`config.mk`:
```
export PLATFORM = sky130hd
export DESIGN_NAME = lfsr_rng_sched
export DESIGN_NICKNAME = d
export VERILOG_FILES = /design/src/rtl/lfsr_rng_sched.sv
export SDC_FILE = /design/constraint.sdc
export NUM_CORES = 1
export LEC_CHECK = 0
export CORE_ASPECT_RATIO = 0.5
export CORE_UTILIZATION = 37
export CTS_CLUSTER_DIAMETER = 100
export DETAILED_ROUTE_END_ITERATION = 7
export HOLD_SLACK_MARGIN = 0.15
export PLACE_DENSITY = 0.74
export SLEW_MARGIN = 20
export SYNTH_ARGS = -nofsm -noshare
export SYNTH_HDL_FRONTEND = slang
export SYNTH_SLANG_ARGS = --single-unit
```
`constraint.sdc`:
```
create_clock -name clk -period 2 [get_ports clk]
set_clock_uncertainty 0.2 [all_clocks]
set_input_delay 0.4 -clock clk [delete_from_list [all_inputs] [get_ports clk]]
set_output_delay 0.4 -clock clk [all_outputs]
set_load 0.05 [all_outputs]
```
`src/rtl/lfsr_rng_sched.sv`:
```
//------------------------------------------------------------------------------
// Module   : lfsr_rng_sched
// Purpose  : Round-robin scheduler sharing one Galois LFSR among NREQ
//            requesters. A granted request advances the LFSR by STEPS shifts
//            and then presents the resulting word over a valid/ready
//            handshake, tagged with the requester index.
// Ports    : clk, reset      - clock, synchronous active-high reset
//            req[NREQ]       - per-requester level request (sampled in IDLE)
//            seed_load, seed - reseed the LFSR (IDLE only, 0 maps to all ones)
//            out_valid/out_ready/out_data/out_id - word delivery handshake
//            gnt[NREQ]       - one-hot decode of out_valid by out_id
//            busy            - high while stepping or delivering
// Revision : 1.0 - initial release
//------------------------------------------------------------------------------
`default_nettype none

module lfsr_rng_sched #(
  parameter int               NREQ   = 4,
  parameter int               WIDTH  = 16,
  parameter logic [WIDTH-1:0] TAPS   = 16'h001D,
  parameter int               STEPS  = 16,
  parameter bit               INVERT = 1'b0
) (
  input  logic                     clk,
  input  logic                     reset,
  input  logic [NREQ-1:0]          req,
  input  logic                     seed_load,
  input  logic [WIDTH-1:0]         seed,
  output logic                     out_valid,
  input  logic                     out_ready,
  output logic [WIDTH-1:0]         out_data,
  output logic [$clog2(NREQ)-1:0]  out_id,
  output logic [NREQ-1:0]          gnt,
  output logic                     busy
);

  localparam int ID_W  = $clog2(NREQ);
  localparam int CNT_W = 8;

  typedef enum logic [1:0] {
    S_IDLE    = 2'd0,
    S_STEP    = 2'd1,
    S_DELIVER = 2'd2
  } state_t;

  state_t            r_state;
  state_t            w_next_state;

  logic [WIDTH-1:0]  r_lfsr;
  logic [WIDTH-1:0]  w_lfsr_step;
  logic              w_fb;
  logic [CNT_W-1:0]  r_cnt;
  logic [ID_W-1:0]   r_id;        // requester owning the current transaction
  logic [ID_W-1:0]   r_last;      // last requester served (round-robin pointer)
  logic [WIDTH-1:0]  r_data_hold; // last delivered word, shown outside DELIVER
  logic [ID_W-1:0]   r_id_hold;   // last delivered id, shown outside DELIVER

  logic              w_found;
  logic [ID_W-1:0]   w_win;
  logic [ID_W-1:0]   w_idx;

  // One Galois shift.
  assign w_fb        = r_lfsr[WIDTH-1] ^ INVERT;
  assign w_lfsr_step = {r_lfsr[WIDTH-2:0], 1'b0} ^ (w_fb ? TAPS : '0);

  // Round-robin search starting just after the last served requester.
  always_comb begin
    w_found = 1'b0;
    w_win   = '0;
    w_idx   = '0;
    for (int k = 1; k <= NREQ; k++) begin
      w_idx = ID_W'((int'(r_last) + k) % NREQ);
      if (!w_found && req[w_idx]) begin
        w_found = 1'b1;
        w_win   = w_idx;
      end
    end
  end

  // State register.
  always_ff @(posedge clk) begin
    if (reset) begin
      r_state <= S_IDLE;
    end else begin
      r_state <= w_next_state;
    end
  end

  // Next state and outputs.
  always_comb begin
    w_next_state = r_state;
    out_valid    = 1'b0;
    busy         = 1'b0;
    out_data     = r_data_hold;
    out_id       = r_id_hold;
    case (r_state)
      S_IDLE: begin
        // Reseeding takes precedence over starting a grant.
        if (!seed_load && w_found) begin
          w_next_state = S_STEP;
        end
      end
      S_STEP: begin
        busy = 1'b1;
        if (r_cnt == '0) begin
          w_next_state = S_DELIVER;
        end
      end
      S_DELIVER: begin
        busy      = 1'b1;
        out_valid = 1'b1;
        out_data  = r_lfsr;
        out_id    = r_id;
        if (out_ready) begin
          w_next_state = S_IDLE;
        end
      end
      default: begin
        w_next_state = S_IDLE;
      end
    endcase
  end

  assign gnt = NREQ'(out_valid) << r_id;

  // Datapath: LFSR, step counter, arbitration pointer and delivery holds.
  always_ff @(posedge clk) begin
    if (reset) begin
      r_lfsr      <= '1;
      r_cnt       <= '0;
      r_id        <= '0;
      r_last      <= ID_W'(NREQ - 1);
      r_data_hold <= '0;
      r_id_hold   <= '0;
    end else begin
      case (r_state)
        S_IDLE: begin
          if (seed_load) begin
            // An all-zero seed would lock the LFSR, so substitute all ones.
            r_lfsr <= (seed == '0) ? '1 : seed;
          end else if (w_found) begin
            r_id  <= w_win;
            r_cnt <= CNT_W'(STEPS - 1);
          end
        end
        S_STEP: begin
          r_lfsr <= w_lfsr_step;
          if (r_cnt != '0) begin
            r_cnt <= r_cnt - 1'b1;
          end
        end
        S_DELIVER: begin
          if (out_ready) begin
            r_last      <= r_id;
            r_data_hold <= r_lfsr;
            r_id_hold   <= r_id;
          end
        end
        default: begin
          r_lfsr <= r_lfsr;
        end
      endcase
    end
  end

endmodule

`default_nettype wire
```
======== Word-level counts from Yosys, hierarchy flattened ========
Index checks and enable logic that the tools add are counted.
cells by class
  $lt $le $gt $ge ......................... 4
  add/subtract/negate cells ............... 5
  equal/unequal tests ..................... 9
  multiplexer cells ....................... 32
  reductions and logical operators ........ 19
  shift-type cells ........................ 1
  bitwise logic cells ..................... 2
operator list
  operator                                                                       count
  16-bit two-way mux                                                             3
  16-bit one-hot mux with 2 select lines                                         1
  8-bit two-way mux                                                              3
  16-bit zero test                                                               1
  2-bit two-way mux                                                              8
  8-bit one-hot mux with 2 select lines                                          1
  16-bit by 5-bit bitwise XOR with 16-bit output                                 1
  2-bit != test (second input constant)                                          7
  2-bit by 3-bit less-than comparator with 1-bit output (second input constant)  4
  1-bit two-way mux                                                              10
  1-bit binary-select mux with 2-bit select                                      4
  8-bit zero test                                                                1
  8-bit nonzero test                                                             1
  8-bit by 1-bit subtractor with 8-bit output (second input constant)            1
  2-bit one-hot mux with 3 select lines                                          1
  3-bit AND reduction                                                            2
  5-bit two-way mux                                                              1
  2-bit by 1-bit adder with 2-bit output (second input constant)                 2
  2-bit adder (second input constant)                                            2
  1-bit logical AND                                                              4
  1-bit zero test                                                                4
  2-bit AND reduction                                                            2
  4-bit AND reduction                                                            1
  1-bit by 2-bit left shift with 4-bit output                                    1
  6 further kinds                                                                6
storage, ports and cells
  output and inout bits ................... 24
  input bits .............................. 24
  logic and storage cells ................. 79
  bits in registers ....................... 48

======== Logic depth before layout (Yosys ltp) ========
Gate-level depths: netlist (run 1).
  word-level depth ........................ 16
  gate-level depth with buffers ........... 8
  gate-level depth less buffers ........... 6

======== Worst setup path before layout (run 1) ========
OpenSTA, ideal clock, no wires.
  path kind ............................... register -> output
  start point ............................. register r_state[0]
  end point ............................... output port gnt[0]
  path slack .............................. -1.204 ns
  required time ........................... 1.400 ns
  path buffers ............................ 2
  stages on the path, launching flop included .. 6
  arrival ................................. 2.604 ns
  cell sequence ........................... dfxtp_1 -> inv_1 -> ha_1 -> clkbuf_1 -> clkbuf_1 -> nor3b_1
between the ends
  word-level cells in the longest chain between the ends .. 3
ends and longest elaborated chain
  item                                         RTL line  source
  start: declaration                           46        state_t r_state;
  start signal: assignment                     85        r_state <= w_next_state;
  2-bit equality test                          96        case (r_state)
  1-bit two-way mux                            96
  via out_valid                                29        output logic out_valid,
  1-bit by 2-bit left shift with 4-bit output  124       assign gnt = NREQ'(out_valid) << r_id;
  end: declaration                             33        output logic [NREQ-1:0] gnt,
The timed path passes the listed nets, and every way through them passes these cells.

======== Final worst setup path (run 1) ========
  start point ............................. register r_state[0]
  end point ............................... output port out_data[9]
between the ends
  word-level cells in the longest chain between the ends .. 2
ends and longest elaborated chain
  item                 RTL line  source
  2-bit equality test  96
  16-bit two-way mux   96
  end: declaration     31        output logic [WIDTH-1:0] out_data,
No other way between the ends.

==> results of run 1 <==
-- cells by family (layout without fill, tap and decap cells) --
| family | after synthesis | count (layout) | share of synthesized area (%) |
|---|---|---|---|
| AOI/OAI and AO/OA | 103 | 103 | 24.8 |
| and+or+nand+nor | 92 | 92 | 19.7 |
| DFF | 48 | 48 | 38.9 |
| buffers and inverters | 28 | 96 | 4.36 |
| muxes | 19 | 19 | 8.57 |
| adders and majority gates | 5 | 5 | 2.54 |
| xor gates and xnor gates | 3 | 3 | 1.07 |
-- sequential cells by signal (all words and copies together) (netlist names) --
name	cells
r_last	2
r_id_hold	2
r_data_hold	16
r_state	2
r_lfsr	16
r_cnt	8
r_id	2
-- cells in the final DEF, fill, tap and decap left out, drive strengths merged, types with 2 or more instances in the layout --
cell type      instances
nand2                 49
and3                   2
mux2                  17
a21oi                 47
nand2b                 2
dfxtp                 48
nor2b                  3
o21ai                 22
xnor2                  3
o2111ai                2
buf                   57
a311oi                 3
nor3                   6
nor2                   6
clkbuf                 6
o22ai                 13
nor4                   8
o21a                   3
mux2i                  2
clkdlybuf4s50         23
and2                   2
nor3b                  3
a32o                   2
ha                     5
or3                    2
a31oi                  3
inv                    8
-- layout make-up --
cell class,instances,area (um^2),share of cell area (%)
clock inverter,2,38.8,1.05
timing repair buffer,80,866,23.4
clock buffer,6,139,3.76
inverter,8,30.0,0.812
multi-input combinational,222,1550,41.9
tap,88,110,2.98
sequential,48,965,26.1
-- worst reg2reg max path, cell delays in order, from the launching register on --
cell	delay, ps
dfxtp_1	330
inv_1	80
ha_2	190
or4b_4	500
o21ai_2	180
nor2_2	100
a311oi_1	260
-- per-stage QoR --
stage / utilization [%] / worst slack (ps) / power (mW) / area, um^2
2_1_floorplan: - / -20.1 / 2.28 / 2570
3_3_place_gp: 53.7 / -189 / 2.76 / 3360
3_5_place_dp: 53.7 / -313 / 2.79 / 3360
4_1_cts: 58.0 / -115 / 3.85 / 3630
5_1_grt: 59.1 / -135 / 4.12 / 3700
6_report: 59.1 / -103 / 3.93 / 3700
-- worst max-delay path by stage --
stage                            startpoint                     to  slack (ps)  cells past startpoint
detailed placement                   req[1]  r_cnt[3]$_SDFFE_PP0P_        -310                      6
global placement                     req[1]  r_cnt[2]$_SDFFE_PP0P_        -190                      6
floorplan           r_state[0]$_SDFFE_PP0P_                 gnt[0]         -20                      5
finish              r_state[0]$_SDFFE_PP0P_            out_data[9]        -100                      5
global route        r_state[0]$_SDFFE_PP0P_            out_data[9]        -130                      5
CTS                 r_state[0]$_SDFFE_PP0P_              out_id[1]        -120                      5
-- power by group --
| part | switching, mW | internal [mW] |
|---|---|---|
| Combinational | 0.914 | 0.780 |
| Clock | 0.364 | 0.626 |
| Sequential | 0.151 | 1.10 |
| Total | 1.43 | 2.50 |
-- routing by layer --
metal  vias up  global-route usage, %  part of all wire (%)
met5         -                      0                     0
met4         0                   6.78                  0.70
met3         4                   3.82                   5.2
met2        96                   36.3                    50
met1      1176                   24.0                    44
li1       1223                      -                     -
-- timing repair --
action	4_1_cts	5_1_grt
setup buffers	2	0
setup endpoints to repair	25	27
pin swaps	0	3
resized for setup	16	16
==> qor.yml, run 1 <==
outcome: "finished with violations"
violations: "negative setup slack"
start_util_pct: 39.4
worstHoldStart: "r_data_hold[11]$_SDFFE_PP0P_"
dieArea_um2: 7020
cp_num_buf_inv: 3
ys_types: 51
path_clk_slew_ps: 70
end_kind: "output port"
setup_ws_ps: -103
yosysMostFrequentCell: "nand2_1"
synth-seq-cells: 48
final-setup-viol-count: 17
worstSkewPairLatency_ps: 290
synthCells: 298
worst-r2r-setup-slack_ps: 80
yosysSeqAreaShare_pct: 38.9
hold_depth: 2
cts.sinks: 48
drive_gt1_share_pct: 30.3
vias_per_cell: 5.50
tightest_slew_ps: 369
worstSetupPathType: "flop to output port"
drv_slew: 0
ys.flop_type: "dfxtp_1"
required_ps: 1400
rsz0062_at_grt: "true"
yosysWarnings: 0
fin_setup_tns_ps: -1580
path_cells: "inv_2 -> ha_4 -> buf_12 -> mux2_4 -> buf_6"
ys_top_cells_by_area: "dfxtp_1, a21oi_1, mux2_2"
ant_nets: 0
postSynth.asyncResetShare_pct: 0
p_leak_nw: 1.41
rr_endpoint: "r_cnt[2]$_SDFFE_PP0P_"
die_h_um: 59.7
crit_family: "buffers and inverters"
grt_pass1_wl_mm: 11.0
min_period_over_period_pct: 105
cp.arrival_ps: 1500
fin_nets: 394
wirelength_mm: 6.87
peakVddDrop_mv: 0.429
ys_top_cells_by_count: "nand2_1, dfxtp_1, a21oi_1"
track_usage_pct: 19.8
fmax_mhz: 476
htree_levels: 2
drtIter0Drc: 174
ioPinCount: 48
vias: 2499
cts_tree: "built"
firstDrtPassIters: 5
fill_cells: 515
reg2reg_from: "r_cnt[1]$_SDFFE_PP0P_"
dp_hpwl_mm: 4.58
synth_nets: 327
synth.avg_cell_area_um2: 8.28
cpPeakStageDelay_ps: 320
path_max_fanout: 12
grt_pass1_vias: 2348
relSlewSlack_pct: 75.1
area_growth_pct: 49.8
overflow: 0
cts_hold_buf: 0
worst_hold_path.endpoint: "r_data_hold[11]$_SDFFE_PP0P_"
final_cell_count_no_fill: 454
io_buffers: 47
syn_area_um2: 2470
maxCapViolCount: 0
power_density_nw_per_um2: 1060
wl_per_cell_um: 15.1
grt_max_degree: 35
rows: 20
numPlacedInstances: 444
finalHoldViolCount: 0
finalHoldWorstSlack_ps: 259
antenna_found_initial: 0
worstHoldPathType: "flop to flop"
cts_root_buf: "clkbuf_16"
numCtsBuffers: 5
cp-start-kind: "flop"
clockBufferDepth: 2
critPathSlowestCell: "dfxtp_2"
fin_crit_ps: 2100
synth-edff-count: 0
die_x_um: 117
diodes: 0
gp_congestion: 0.896
drc_errors: 0
fp.coreArea_um2: 6260
synth_top_area_share_pct: 38.9
worst-r2r-cell-count: 6
yosysTopAreaCell: "dfxtp_1"
No activity file was read; power rests on OpenSTA's default activity.
==> run 2, diff against run 1 <==
clock period = 1.8 ns   (was 2 ns; I/O delays follow)
==> qor.yml, run 2 (same netlist as run 1, synthesis figures left out) <==
fill_cells: 379  # -26%
stdcell_area_um2: 4540  # +23%
violations: "negative setup slack"
start_util_pct: 39.4  # unchanged
worstSetupPathType: "flop to output port"
grt_pass1_vias: 2725  # +16%
track_usage_pct: 25.0  # +5.1 points
final_common_cell: "nand2_1"
rows: 20  # unchanged
final_cell_count_no_fill: 484  # +6.6%
postPlaceCellArea_um2: 3450  # +2.7%
fmax_mhz: 473
fin_nets: 424  # +7.6%
p_sw_share_pct: 39.7  # +3.3 points
vias: 2868  # +15%
p_total_mw: 5.26  # +34%
required_ps: 1240  # -160 ps
path_clk_slew_ps: 70  # about the same
worstHoldPathType: "primary input to flop"
cts_tree: "built"
rsz0062_at_grt: "true"
die_h_um: 59.7  # unchanged
p_int_mw: 3.17  # +27%
io_buffers: 47  # unchanged
numPlacedInstances: 453  # +2.0%
grt_max_degree: 34  # -2.9%
multiInputGateArea_um2: 1940  # +25%
cts_hold_buf: 0  # unchanged
peakVddDrop_mv: 0.563  # +31%
tightest_slew_ps: 333  # -36.0 ps
drc_errors: 0  # unchanged
maxCapViolCount: 0  # unchanged
vias_per_cell: 5.93  # +7.7%
worstSkewPairLatency_ps: 300  # about the same
firstDrtPassIters: 5  # unchanged
overflow: 0  # unchanged
final_cell_mix: "nand2_1, dfxtp_1, a21oi_1"
cts_root_buf: "clkbuf_16"
combPwrFrac_pct: 53.6  # +11 points
grt_pass1_wl_mm: 13.5  # +23%
cts.sinks: 48  # unchanged
p_leak_nw: 1.79  # +27%
area_growth_pct: 84.1
numCtsBuffers: 5  # unchanged
dp_slack_ps: -407  # -93.8 ps
cp-start-kind: "flop"
drv_slew: 0  # unchanged
power_density_nw_per_um2: 1160  # +8.9%
die_x_um: 117  # unchanged
setup_ws_ps: -315  # -213 ps
ant_nets: 0  # unchanged
fp.coreArea_um2: 6260  # unchanged
finalHoldWorstSlack_ps: 179  # -79.8 ps
end_kind: "output port"
fin_setup_tns_ps: -7550  # -5970 ps
cp.arrival_ps: 1560  # +60 ps
regArea_um2: 968  # +0.39%
fin_crit_ps: 2120
path_max_fanout: 6  # -6
gp_congestion: 0.963  # +7.5%
pwr-share-seq_pct: 27.2  # -4.5 points
relSlewSlack_pct: 77.6  # +2.4 points
dp_hpwl_mm: 4.89  # +6.8%
final-setup-viol-count: 46  # +29
antenna_found_initial: 0  # unchanged
postLayoutCoreUtil_pct: 72.6  # +14 points
min_period_over_period_pct: 118
power.switching_mw: 2.09  # +46%
p_clk_share_pct: 19.3  # -5.9 points
drtIter0Drc: 212  # +22%
drive_gt1_share_pct: 49.5  # +19 points
reg_top3: "r_data_hold: 16 flops, r_lfsr: 16 flops, r_cnt: 8 flops"
dieArea_um2: 7020  # unchanged
wirelength_mm: 9.67  # +41%
wl_per_cell_um: 20.0  # +32%
htree_levels: 2  # unchanged
diodes: 0  # unchanged
ioPinCount: 48  # unchanged
outcome: "finished with violations"
finalHoldViolCount: 0  # unchanged
clockBufferDepth: 2  # unchanged
==> run 2: changes by cell type in the layout (fill, tap and decap cells not counted), moves of 5 or more <==
cell,delta
a21oi_1,-12
a21oi_2,+9
buf_16,+5
buf_6,+16
buf_8,+8
clkdlybuf4s50_1,-16
dlygate4sd2_1,+6
dlymetal6s2s_1,+10
nor4_1,-5
o21ai_0,-6
o22ai_1,-10
o22ai_2,+6
==> run 2: metal layers <==
metal | part of all wire, % | vias to the layer above | track usage, %
met5 | 0 | - | 0
met4 | 3.8 | 0 | 11.5
met3 | 5.8 | 44 | 4.48
met2 | 50 | 146 | 47.8
met1 | 40 | 1396 | 28.1
li1 | - | 1282 | -
==> run 2: cell type report <==
type,count,area share [%]
Timing Repair Buffer,110,29.2
Sequential cell,48,21.3
Multi-Input combinational cell,222,42.7
Inverter,8,0.964
Clock buffer,6,3.06
Clock inverter,2,0.303
Tap cell,88,2.42
==> run 2: final timing paths <==
| kind | startpoint | to | slack [ps] | cells after the start |
|---|---|---|---|---|
| min | seed[4] | r_lfsr[4]$_SDFFE_PP1P_ | 180 | 3 |
| max reg2reg | r_cnt[1]$_SDFFE_PP0P_ | r_cnt[2]$_SDFFE_PP0P_ | -120 | 6 |
| min reg2reg | r_data_hold[12]$_SDFFE_PP0P_ | r_data_hold[12]$_SDFFE_PP0P_ | 260 | 2 |
| max | r_state[0]$_SDFFE_PP0P_ | out_data[15] | -320 | 5 |
==> run 2: critical path, cell delays in order, from the launching register on <==
cell and delay [ps]:
dfxtp_2 330, inv_2 70, ha_4 220, buf_12 160, mux2_4 320, buf_8 150
==> run 2: what timing repair did <==
item                       in CTS  in global routing
setup endpoints to repair      48                 64
buffers inserted               14                 10
pin swaps                      12                 28
resized for setup              93                 77
cloned                          6                  0
==> run 2: power groups by stage <==
stage,logic (mW),registers (mW),clock network [mW]
2_1_floorplan,1.19,1.36,0
3_3_place_gp,1.76,1.38,0
3_5_place_dp,1.80,1.40,0
4_1_cts,2.46,1.38,0.988
5_1_grt,2.93,1.44,1.04
6_report,2.82,1.43,1.01
==> run 3, diff against run 2 <==
CORE_ASPECT_RATIO = not set   (was 0.5)
PLACE_DENSITY = 0.71   (was 0.74)
REMOVE_ABC_BUFFERS = 1   (was not set)
clock period = 2.3 ns   (was 1.8 ns; I/O delays follow)
==> qor.yml, run 3 (same netlist as run 1, synthesis figures left out) <==
die_x_um: 83.7  # -29%
rsz0062_at_grt: "false"
fill_cells: 624  # +65%
finalHoldViolCount: 0  # unchanged
final_cell_count_no_fill: 429  # -11%
htree_levels: 2  # unchanged
cp-start-kind: "flop"
p_leak_nw: 1.27  # -29%
outcome: "finished clean"
diodes: 0  # unchanged
numPlacedInstances: 418  # -7.7%
combPwrFrac_pct: 44.9  # -8.7 points
use_met1_pct: 24.6  # -3.5 points
cts_tree: "built"
firstDrtPassIters: 4  # -1
grt_max_degree: 33  # -2.9%
reg2reg_from: "r_state[0]$_SDFFE_PP0P_"
final_cell_mix: "nand2_1, a21oi_1, dfxtp_1"
cp.arrival_ps: 1590  # +30 ps
area_growth_pct: 36.5
vias_per_cell: 5.59  # -5.6%
worstHoldStart: "r_data_hold[3]$_SDFFE_PP0P_"
fp.coreArea_um2: 6390  # +2.1%
wl_per_cell_um: 14.8  # -26%
crit_family: "buffers and inverters"
critPathLaunch: "r_state[0]$_SDFFE_PP0P_"
drive_gt1_share_pct: 23.9  # -26 points
vias: 2400  # -16%
dieArea_um2: 7000  # -0.29%
die_h_um: 83.7  # +40%
dp_hpwl_mm: 4.44  # -9.2%
path_cells: "inv_2 -> ha_4 -> clkbuf_16 -> mux2_2 -> buf_6"
p_int_mw: 1.78  # -44%
tightest_slew_ps: 424  # +90.9 ps
drc_errors: 0  # unchanged
drv_slew: 0  # unchanged
cts.sinks: 48  # unchanged
worstSkewPairLatency_ps: 300  # about the same
path_clk_slew_ps: 90  # +20 ps
gp_congestion: 0.814  # -15%
fin_crit_ps: 2250
setup_ws_ps: 46.2  # +362 ps
start_util_pct: 38.6  # -0.80 points
required_ps: 1640  # +400 ps
grt.busiest_layer: "met2"
grtUsageMet3_pct: 3.46  # -1.0 points
power_density_nw_per_um2: 872  # -25%
cp_num_buf_inv: 3  # unchanged
rows: 29  # +45%
wirelength_mm: 6.36  # -34%
cts_root_buf: "clkbuf_8"
worstHoldPathType: "flop to flop"
postPlaceCellArea_um2: 3130  # -9.2%
grt_pass1_vias: 2149  # -21%
drtIter0Drc: 79  # -63%
final_common_cell: "nand2_1"
maxCapViolCount: 0  # unchanged
grt_pass1_wl_mm: 10.4  # -23%
peakVddDrop_mv: 0.549  # -2.4%
antenna_found_initial: 0  # unchanged
io_buffers: 47  # unchanged
path_max_fanout: 6  # unchanged
clockBufferDepth: 2  # unchanged
numCtsBuffers: 5  # unchanged
fin_nets: 380  # -10%
regArea_um2: 962  # -0.65%
pwr-share-seq_pct: 36.7  # +9.5 points
end_kind: "output port"
cts_hold_buf: 0  # unchanged
overflow: 0  # unchanged
stdcell_area_um2: 3370  # -26%
track_usage_pct: 18.1  # -6.8 points
reg_top3: "r_data_hold: 16 flops, r_lfsr: 16 flops, r_cnt: 8 flops"
use_met2_pct: 29.1  # -19 points
worstSetupPathType: "flop to output port"
dp_slack_ps: -6.40  # +400 ps
critPathSlowestCell: "mux2_2"
postLayoutCoreUtil_pct: 52.7  # -20 points
ioPinCount: 48  # unchanged
ant_nets: 0  # unchanged
cpPeakStageDelay_ps: 350  # +20 ps
relSlewSlack_pct: 71.6  # -5.9 points
p_clk_share_pct: 18.4  # -0.9 points
final-setup-viol-count: 0  # -100%
min_period_over_period_pct: 98.0
multiInputGateArea_um2: 1420  # -27%
p_sw_share_pct: 39.4  # -0.34 points
power.switching_mw: 1.16  # -45%
fmax_mhz: 444
-- run 3: layer usage --
| layer | up-vias | wire, um |
|---|---|---|
| met1 | 1133 | 2980 |
| met5 | - | 0 |
| met4 | 0 | 63 |
| met2 | 68 | 2990 |
| li1 | 1193 | - |
| met3 | 6 | 320 |
-- run 3: cell type report --
cell class	count	share of cell area, %
Timing Repair Buffer	66	22.8
Clock inverter	2	0.409
Inverter	8	0.892
Clock buffer	6	2.45
Tap cell	77	2.86
Sequential cell	48	28.6
Multi-Input combinational cell	222	42.0
-- run 3: worst paths after layout --
path	to	slack, ps	cells past startpoint
hold reg to reg	r_data_hold[3]$_SDFFE_PP0P_	260	2
setup reg to reg	r_cnt[7]$_SDFFE_PP0P_	250	7
setup / recovery	out_data[14]	50	5
hold / removal	r_data_hold[3]$_SDFFE_PP0P_	260	2
-- run 3: through the flow --
| stage | TNS [ps] | hold WS, ps | power [mW] |
|---|---|---|---|
| after floorplan | -11690 | 228 | 1.90 |
| after global placement | 0 | 238 | 2.30 |
| after detailed placement | -6.40 | 247 | 2.32 |
| after CTS | 0 | 261 | 2.90 |
| after global routing | 0 | 278 | 3.10 |
| final | 0 | 258 | 2.94 |
-- run 3: worst min-delay path, cell delays in order (launching register included) --
cell	delay (ps)
dfxtp_1	320
nand2_1	50
a21oi_1	50
-- run 3: repair_timing --
item                       in CTS  in global routing
setup endpoints to repair      19                 13
buffers inserted                0                  1
resized for setup              10                 13
pin swaps                       0                  0
gates cloned                    1                  1
-- run 3: power groups by stage --
| stage | Sequential, mW | Combinational (mW) | Clock (mW) |
|---|---|---|---|
| final | 1.08 | 1.32 | 0.539 |
| after global routing | 1.10 | 1.42 | 0.588 |
| after CTS | 1.08 | 1.27 | 0.554 |
| after detailed placement | 1.09 | 1.23 | 0 |
| after global placement | 1.09 | 1.21 | 0 |
| after floorplan | 1.06 | 0.839 | 0 |
==> edit 1, RTL diff (settings of run 2) <==
Reset style: asynchronous (`reset`), changed in 2 clocked blocks. Comments in the files are not updated.
--- a/src/rtl/lfsr_rng_sched.sv
+++ b/src/rtl/lfsr_rng_sched.sv
@@ -78,7 +78,7 @@
   end
 
   // State register.
-  always_ff @(posedge clk) begin
+  always_ff @(posedge clk or posedge reset) begin
     if (reset) begin
       r_state <= S_IDLE;
     end else begin
@@ -124,7 +124,7 @@
   assign gnt = NREQ'(out_valid) << r_id;
 
   // Datapath: LFSR, step counter, arbitration pointer and delivery holds.
-  always_ff @(posedge clk) begin
+  always_ff @(posedge clk or posedge reset) begin
     if (reset) begin
       r_lfsr      <= '1;
       r_cnt       <= '0;
Behaviour: differs if reset is asserted again (counterexample within 4 cycles, from zero or initial values and one cycle with reset high); with reset held inactive, the same outputs for 10 cycles.
==> edit 1 against run 2 <==
The flow still finishes with violations (setup timing). Sequential cell count stayed put. Synthesized cell count is 18% lower. Worst setup slack worse by 0.10 ns. Synthesized area is 3.5% higher. Design area is 0.50% higher. First-iteration DRC count is 75% higher. Routed wire length is 11% higher. Critical path type unchanged. Largest cell class unchanged.
Power is not compared: it rests on default switching activity, and its combinational part moved more than twofold at a synthesized area within 25%.
==> edit 1: results (changes against run 2) <==
- Run status: complete, but fails checks (unchanged)
- Failing checks: setup timing (unchanged)
- Top post-synthesis cells by count: mux2_2, dfrtp_1, nand2_1 (was nand2_1, dfxtp_1, a21oi_1)
- # setup viols final: 67 (was 46)
- Worst path max stage delay: 0.41 ns (was 0.33 ns)
- First-pass GRT wire length: 12.78 mm (was 13.48 mm)
- Synth Area in XOR/XNOR: 0.01029 (was 0.01065)
- Seq/Total Area, Yosys: 0.4792 (was 0.3895)
- Iteration-0 DRC count of the detailed router: 371 (was 212)
- Final Wtd Congestion: 0.8683 (was 0.9632)
- Nets: 374 (was 424)
- Vias per cell: 6.002 (was 5.926)
- H-tree depth: 2 (unchanged)
- Total power: 10.21 mW
- Worst Path Arrival: 1.66 ns (was 1.56 ns)
- Leak: 2.004 nW
- Final setup margin: -0.4177 ns (was -0.3154 ns)
- Largest net degree at the start of global routing: 33 (was 34)
- Crit path launch: r_state[0] (unchanged)
- GRT Total Usage: 0.2357 (was 0.2497)
- Count of different cell masters after synthesis: 41 (was 51)
- VDD IR max: 1.081 mV
- Final Cell Area: 4566 um^2 (was 4543 um^2)
- Slowest-stage cell, CP: dfrtp_1 (was dfxtp_2)
- Number of global-route vias before repair: 2,423 (was 2,725)
- Area share of fa/ha/maj cells after synthesis: 0.02450 (was 0.02535)
- Cell-internal power: between 5 and 6 mW
- Placed instance area: 3548 um^2 (was 3450 um^2)
- Worst Hold Class: register to register (was primary input to register)
- Synth Area in Compound Gates: 0.1597 (was 0.2485)
- Synth area leaders: dfrtp_1, dfstp_2, mux2_2 (was dfxtp_1, a21oi_1, mux2_2)
- CP max FO: 8 (was 6)
- Layout filler cell count: 353 (was 379)
- Post-placement cell count: 403 (was 453)
- Max transition margin: 0.6094 (was 0.7759)
- Post-CTS sizing: 84 (was 93)
- R2R Path Start: r_state[1] (was r_cnt[1])
- Worst Hold Launch: r_lfsr[7] (was seed[4])
- Post-DR wirelength/cell: 24.68 um (was 19.97 um)
- Pre-CTS WS: -0.3547 ns (was -0.4067 ns)
- Cells after Synth: 243 (was 298)
- Hold bufs inserted after CTS: 1 (was 0)
- Setup_tns: -14.87 ns (was -7.550 ns)
- Synthesized net count: 272 (was 327)
- Synth Flop Type: dfrtp_1 (was dfxtp_1)
- Multiplexer share of the synthesized area: 0.1676 (was 0.08570)
- Fraction of layout instances using a drive strength above 1: 0.5838 (was 0.4949)
- Setup Fix Bufs, Post-CTS: 11 (was 14)
- Post-synth ARST share: 1.000 (was 0)
- Total Wirelength: 10.71 mm (was 9.665 mm)
- HPWL after detailed placement: 4.690 mm (was 4.893 mm)
-- edit 1: path summary, 6_finish.rpt --
kind / endpoint / slack (ns) / cells after the start
max: out_data[4] / -0.42 / 5
min: r_lfsr[7] / 0.30 / 2
max reg2reg: r_cnt[3] / -0.32 / 10
min reg2reg: r_lfsr[7] / 0.30 / 2
max in group asynchronous: r_last[0] / 0.18 / 4
min in group asynchronous: r_cnt[6] / 0.71 / 3
-- edit 1: layer usage --
metal | vias up | global-route usage | part of all wire
met1 | 1322 | 0.2795 | 0.41
met3 | 44 | 0.03759 | 0.071
met2 | 156 | 0.4269 | 0.48
li1 | 1083 | - | -
met5 | - | 0 | 0
met4 | 0 | 0.1339 | 0.044
-- edit 1: cell type report --
type / instances / area share
Clock buffer: 6 / 0.03042
Clock inverter: 2 / 0.008495
Inverter: 10 / 0.009318
Multi-Input combinational cell: 172 / 0.3722
Sequential cell: 48 / 0.2680
Tap cell: 88 / 0.02412
Timing Repair Buffer: 108 / 0.2875
==> edit 2, RTL diff (config.mk and constraints of run 2) <==
Without the edit above. Change the parameter `INVERT` from 1'b0 to 1'b1.
--- a/src/rtl/lfsr_rng_sched.sv
+++ b/src/rtl/lfsr_rng_sched.sv
@@ -19,7 +19,7 @@
   parameter int               WIDTH  = 16,
   parameter logic [WIDTH-1:0] TAPS   = 16'h001D,
   parameter int               STEPS  = 16,
-  parameter bit               INVERT = 1'b0
+  parameter bit               INVERT = 1'b1
 ) (
   input  logic                     clk,
   input  logic                     reset,
Check against the original RTL: same outputs for any inputs over 10 cycles, from zero or initial values and one cycle with reset high; that may be too few to reach the edited logic, so the function may still have changed.
==> edit 2 against run 2 <==
Critical path type unchanged. Combinational power shrank 22%. Register-to-register slack lost 0.07 ns. First-iteration DRC count grew 2.8%. The flow still finishes with violations (setup timing). Sequential cell count is the same. Routed wire length shrank 20%. Sequential share of layout area grew 2.1 points. Count of clock-buffer cells in the layout shrank 1. Power shrank 11%. Core utilization shrank 6.8 points. Design area shrank 9.1%. Die area grew 0.74%. Worst setup slack gained 0.011 ns. Critical path depth is the same. Synthesized area grew 0.76%.
==> edit 2: results (changes against run 2) <==
- Run status: complete, but fails checks (unchanged)
- Failing checks: setup timing (unchanged)
- Total Wirelength: 7.707 mm (was 9.665 mm)
- VDD IR max: 0.5292 mV (was 0.5627 mV)
- Hold WS: 0.2545 ns (was 0.1789 ns)
- Post-placement cell count: 464 (was 453)
- Worst R2R End: r_state[0] (was r_cnt[2])
- DRT Pass-1 Iters: 4 (was 5)
- WL met3: 272 um (was 564 um)
- Vias per cell: 5.515 (was 5.926)
- Number of global-route vias before repair: 2,496 (was 2,725)
- Iteration-0 DRC count of the detailed router: 218 (was 212)
- Final setup margin: -0.3044 ns (was -0.3154 ns)
- # setup viols final: 38 (was 46)
- GR met1 Demand/Resource: 0.2565 (was 0.2811)
- Clock group share of total power: 0.233 (was 0.193)
- Cells after Synth: 302 (was 298)
- Leak: 1.610 nW (was 1.789 nW)
- Total power: 4.673 mW (was 5.263 mW)
- Post-CTS sizing: 44 (was 93)
- Clock Buffer Count: 5 (was 6)
- Worst reg2reg setup slack: -0.19 ns (was -0.12 ns)
- R2R Path Start: r_cnt[0] (was r_cnt[1])
- Worst Hold Launch: r_data_hold[11] (was seed[4])
- Max transition margin: 0.7498 (was 0.7759)
- Setup Fix Bufs, Post-CTS: 7 (was 14)
- CP max FO: 12 (was 6)
- Seq/Total Area, Yosys: 0.3865 (was 0.3895)
- Layout filler cell count: 478 (was 379)
- Largest net degree at the start of global routing: 33 (was 34)
- Fraction of cell area in non-clock buffers: 0.2677 (was 0.2925)
- Layout overhead on the synthesized area: 66.18% (was 84.13%)
- Pre-CTS WS: -0.4805 ns (was -0.4067 ns)
- Top post-synthesis cells by count: dfxtp_1, nand2_1, a21oi_1 (was nand2_1, dfxtp_1, a21oi_1)
- Register area: 965.9 um^2 (was 968.4 um^2)
- P_seq: 1.39 mW (was 1.43 mW)
- DRT met1 WL: 3.364 mm (was 3.905 mm)
- Fraction of standard cell area in multi-input logic: 0.4210 (was 0.4269)
- Placed instance area: 3606 um^2 (was 3450 um^2)
- Worst path max stage delay: 0.35 ns (was 0.33 ns)
- M3 GR Usage: 0.03817 (was 0.04485)
- Nets: 422 (was 424)
edit 2: tightest hold or removal path, delay by kind of cell (launching register included):
kind	cells	cell delay, ns
and+or+nand+nor	1	0.05
AOI/OAI and AO/OA	1	0.05
DFF	1	0.31
edit 2: logic make-up after synthesis:
logic type / count (synthesis) / share of synthesized area
flip-flops: 48 / 0.3865
XOR/XNOR: 3 / 0.01057
adder cells (fa/ha/maj): 5 / 0.02516
buffers and inverters: 29 / 0.05083
multiplexers: 18 / 0.08103
AND/OR/NAND/NOR: 94 / 0.1882
AO/OA/AOI/OAI: 105 / 0.2577
edit 2: worst max path at each step:
stage / from / to / slack (ns) / depth (start not counted)
floorplan: r_state[0] / gnt[0] / -0.15 / 5
global placement: req[0] / r_cnt[4] / -0.40 / 7
detailed placement: req[1] / r_cnt[1] / -0.48 / 5
CTS: r_state[0] / out_data[6] / -0.29 / 5
global route: r_state[0] / out_data[8] / -0.32 / 5
finish: r_state[0] / out_data[6] / -0.30 / 5
